===== src/rtl/alu_share_arbiter.sv =====
// alu_share_arbiter
// Shares one combinational ALU between the execute stage (requester 0) and
// the branch/address unit (requester 1). Round-robin grant, one operation in
// flight, and a registered response held under valid/ready backpressure.
module alu_share_arbiter #(
  parameter int WIDTH  = 32,
  parameter int CTRL_W = 4
) (
  input  logic              clk,
  input  logic              rst,
  input  logic [1:0]        req_valid,
  output logic [1:0]        req_ready,
  input  logic [CTRL_W-1:0] req0_ctrl,
  input  logic [WIDTH-1:0]  req0_a,
  input  logic [WIDTH-1:0]  req0_b,
  input  logic [CTRL_W-1:0] req1_ctrl,
  input  logic [WIDTH-1:0]  req1_a,
  input  logic [WIDTH-1:0]  req1_b,
  output logic [CTRL_W-1:0] alu_ctrl,
  output logic [WIDTH-1:0]  alu_rs1,
  output logic [WIDTH-1:0]  alu_rs2,
  input  logic [WIDTH-1:0]  alu_result,
  input  logic              alu_zero,
  output logic [1:0]        resp_valid,
  input  logic [1:0]        resp_ready,
  output logic [WIDTH-1:0]  resp_data,
  output logic              resp_zero
);

  typedef enum logic {
    IDLE = 1'b0,
    HOLD = 1'b1
  } state_t;

  state_t             state_q;
  logic               owner_q;
  logic               last_grant_q;
  logic [1:0]         resp_valid_q;
  logic [WIDTH-1:0]   resp_data_q;
  logic               resp_zero_q;

  logic               slot_free;
  logic               owner_drains;
  logic               gnt_valid;
  logic               gnt_idx;
  logic               accept;

  // The held response leaves only when its own owner takes it; the other
  // requester's resp_ready has no effect.
  assign owner_drains = (state_q == HOLD) && resp_ready[owner_q];
  assign slot_free    = (state_q == IDLE) || owner_drains;

  // Round-robin pick: on a tie, favour whoever was not granted last.
  always_comb begin
    gnt_valid = 1'b0;
    gnt_idx   = 1'b0;
    case (req_valid)
      2'b01: begin
        gnt_valid = 1'b1;
        gnt_idx   = 1'b0;
      end
      2'b10: begin
        gnt_valid = 1'b1;
        gnt_idx   = 1'b1;
      end
      2'b11: begin
        gnt_valid = 1'b1;
        gnt_idx   = ~last_grant_q;
      end
      default: begin
        gnt_valid = 1'b0;
        gnt_idx   = 1'b0;
      end
    endcase
  end

  assign accept    = slot_free && gnt_valid;
  assign req_ready = accept ? (gnt_idx ? 2'b10 : 2'b01) : 2'b00;

  // Steer the granted requester's operands to the ALU; idle bus is all zero.
  always_comb begin
    alu_ctrl = '0;
    alu_rs1  = '0;
    alu_rs2  = '0;
    if (gnt_valid) begin
      if (gnt_idx) begin
        alu_ctrl = req1_ctrl;
        alu_rs1  = req1_a;
        alu_rs2  = req1_b;
      end else begin
        alu_ctrl = req0_ctrl;
        alu_rs1  = req0_a;
        alu_rs2  = req0_b;
      end
    end
  end

  // Response-slot FSM: capture on accept (also back-to-back while draining),
  // release to IDLE when the owner drains with nothing new accepted.
  always_ff @(posedge clk) begin
    if (rst) begin
      state_q      <= IDLE;
      owner_q      <= 1'b0;
      last_grant_q <= 1'b1;
      resp_valid_q <= 2'b00;
      resp_data_q  <= '0;
      resp_zero_q  <= 1'b0;
    end else if (accept) begin
      state_q      <= HOLD;
      owner_q      <= gnt_idx;
      last_grant_q <= gnt_idx;
      resp_valid_q <= gnt_idx ? 2'b10 : 2'b01;
      resp_data_q  <= alu_result;
      resp_zero_q  <= alu_zero;
    end else if (owner_drains) begin
      state_q      <= IDLE;
      resp_valid_q <= 2'b00;
    end
  end

  assign resp_valid = resp_valid_q;
  assign resp_data  = resp_data_q;
  assign resp_zero  = resp_zero_q;

endmodule


===== config.mk =====
export PLATFORM = sky130hd
export DESIGN_NAME = alu_share_arbiter
export DESIGN_NICKNAME = d
export VERILOG_FILES = /design/src/rtl/alu_share_arbiter.sv
export SDC_FILE = /design/constraint.sdc
export NUM_CORES = 1
export LEC_CHECK = 0
export ABC_AREA = 1
export CORE_AREA = 2 2 108 110
export DETAILED_ROUTE_END_ITERATION = 10
export DIE_AREA = 0 0 110 112
export PLACE_DENSITY = 0.64
export SYNTH_ARGS = -nofsm -noshare
export SYNTH_HDL_FRONTEND = slang
export SYNTH_SLANG_ARGS = --single-unit

===== constraint.sdc =====
create_clock -name clk -period 2.1 [get_ports clk]
set_input_delay 0.315 -clock clk [delete_from_list [all_inputs] [get_ports clk]]
set_output_delay 0.315 -clock clk [all_outputs]
set_load 0.05 [all_outputs]

==> results.py <==
metrics = {
    "die": {
        "initial_core_util": 0.217,
        "rows": 39,
        "die_w_um": 110,
        "io_pins": 280,
        "die_area_um2": 12300,
        "fp.coreArea_um2": 11200,
        "die_h_um": 112,
    },
    "detailed_routing": {
        "drt-total-wl_mm": 12.7,
        "drc": 0,
        "vias": 3649,
        "viasPerCell": 4.52,
        "first_iter_violations": 209,
        "antenna_left": 0,
        "wl_per_cell_um": 15.7,
        "firstDrtPassIters": 4,
    },
    "yosys": {
        "synthCells": 403,
        "synth-seq-cells": 38,
        "yosys_warnings": 0,
        "synth_area_um2": 2420,
        "syn_area_per_cell_um2": 6.01,
        "yosysSeqAreaShare": 0.314,
        "syn_nets": 578,
        "synth_cell_types": 15,
    },
    "cts": {
        "cts_resized": 0,
        "cts_buffers": 5,
        "cts.sinks": 38,
        "max-clock-path-buffers": 2,
        "clkSlewWorstSetupHoldPaths_ns": 0.06,
        "ctsRootBufferMaster": "clkbuf_16",
        "post-cts-setup-buffers": 0,
        "worstSkewPairLatency_ns": 0.28,
        "cts_tree": "built",
        "cts_hold_buffers": 0,
        "htreeDepth": 2,
    },
    "setup_path": {
        "r2r_start": "owner_q",
        "endpoint_kind": "primary output",
        "cp-start-kind": "primary input",
        "r2r_slack_ns": 0.58,
        "required_ns": 1.78,
        "crit_type": "in -> out",
        "worst-path-max-fanout": 18,
        "worst-endpoint-arrival_ns": 1.67,
        "r2r-end": "resp_data[26]",
        "ff2ff_path_depth": 7,
    },
    "sta": {
        "fin_tns_setup_ns": 0,
        "fmax_ghz": 0.504,
        "worst_pin_slew_ns": 0.552,
        "setup_viol": 0,
        "layout_min_cycle_time_ns": 1.99,
        "period_share": 0.946,
        "drv_slew": 0,
        "hold_viol_final": 0,
        "fin_skew_ns": 0.00420,
        "max-slew-margin-rel": 0.631,
        "rsz0062_at_grt": "no",
    },
    "grt": {
        "grt_usage": 0.196,
        "busiest_layer": "met2",
        "grt_max_degree": 70,
        "gr-total-overflow": 0,
        "use_met2": 0.362,
        "antenna_found_initial": 0,
        "grt_pass1_vias": 3626,
        "grt_use_met3": 0.0474,
        "grt_pass1_wl_mm": 18.9,
        "use_met1": 0.220,
    },
    "placement": {
        "port_buffers": 279,
        "hpwl_mm": 10.2,
        "dp.cells": 800,
        "gp_congestion": 0.924,
    },
    "final_layout": {
        "final_common_cell": "clkdlybuf4s50_1",
        "area_delta_synth_final_pct": 156,
        "antennaDiodeCount": 0,
        "fin_nets": 839,
        "fin_util": 0.556,
        "layout-drive-gt1-share": 0.146,
        "mostFrequentLayoutCells": "208 x clkdlybuf4s50_1, 178 x nand2_1, 102 x nand3_1",
        "instances_no_fill": 808,
    },
    "run": {
        "maxCapViolations": 0,
    },
    "min_path": {
        "worstHoldPathCells": 2,
        "min_path_type": "reg -> reg",
        "min_from": "resp_data[19]",
        "hold_end": "resp_data[19]",
    },
    "status": {
        "status": "finished clean",
    },
    "power_and_ir_drop": {
        "power_density_nw_per_um2": 615,
        "power.total_mw": 3.82,
        "ir_drop_v": 0.000370,
        "total_leakage_power_nw": 2.71,
    },
}
-- cell families (layout without fill, tap and decap cells) --
family,after synthesis,after routing,share of synthesized area
and+or+nand+nor,285,285,0.505
AOI/OAI and AO/OA,38,38,0.0785
buffers and inverters,42,304,0.103
DFF,38,38,0.314
-- flip-flops by register name (all words and copies together), names as in the netlist --
signal	count
resp_zero	1
last_grant_q	1
resp_data	32
resp_valid	2
state_q	1
owner_q	1
-- per-layer routing --
layer / wire length [um] / vias up / share of wire
met5: 0 / - / 0
met4: 231 / 0 / 0.018
met3: 1030 / 17 / 0.081
met2: 6680 / 159 / 0.53
met1: 4720 / 1642 / 0.37
li1: - / 1831 / -
-- critical path, stage by stage --
cell and delay [ns]:
clkdlybuf4s50_1 0.50, nand2_2 0.10, inv_2 0.12, buf_4 0.25, nand2_1 0.10, nand2_1 0.12, buf_12 0.14
-- final cells by class --
class,instances,area (um^2)
clock inverters,2,60.1
multi-input cells,323,1410
inverters,6,25.0
flip-flops and latches,38,761
well taps,143,179
fillers,1008,4960
repair buffers,290,3630
clock buffers,6,139
-- power breakdown --
| part | switching [mW] | internal, mW | total, mW |
|---|---|---|---|
| logic | 1.06 | 0.952 | 2.02 |
| clock network | 0.286 | 0.713 | 0.999 |
| registers | 0.0279 | 0.776 | 0.804 |
-- worst max path at each step --
stage                 startpoint      endpoint  slack, ns
global route        req_valid[1]   alu_ctrl[3]       0.02
finish              req_valid[1]   alu_ctrl[3]       0.11
detailed placement  req_valid[1]   alu_ctrl[3]       0.11
global placement    req_valid[1]  req_ready[1]       0.13
floorplan           req_valid[0]   alu_ctrl[0]       0.47
CTS                 req_valid[1]  req_ready[1]       0.11
-- cell usage after synthesis --
| library cell | count | area (um^2) |
|---|---|---|
| nand2_1 | 178 | 668 |
| nand3_1 | 102 | 510 |
| a21oi_1 | 38 | 190 |
| dfxtp_1 | 38 | 761 |
| buf_2 | 17 | 85.1 |
| clkbuf_1 | 7 | 26.3 |
| buf_4 | 6 | 45.0 |
| buf_6 | 6 | 67.6 |
| inv_1 | 4 | 15.0 |
| nand2_2 | 2 | 12.5 |
| inv_2 | 1 | 3.75 |
| inv_4 | 1 | 6.26 |
| nand2_4 | 1 | 11.3 |
| nand3_2 | 1 | 10.0 |
| nor2_4 | 1 | 11.3 |
-- through the flow --
| step | cell area (um^2) | hold WS, ns | setup WS (ns) |
|---|---|---|---|
| after floorplan | 2420 | 0.433 | 0.467 |
| final | 6210 | 0.460 | 0.114 |
| after detailed placement | 6010 | 0.455 | 0.108 |
| after global routing | 6210 | 0.477 | 0.0200 |
| after global placement | 6010 | 0.448 | 0.127 |
| after CTS | 6210 | 0.464 | 0.107 |
Note: power is estimated with default switching activity, not from simulation.
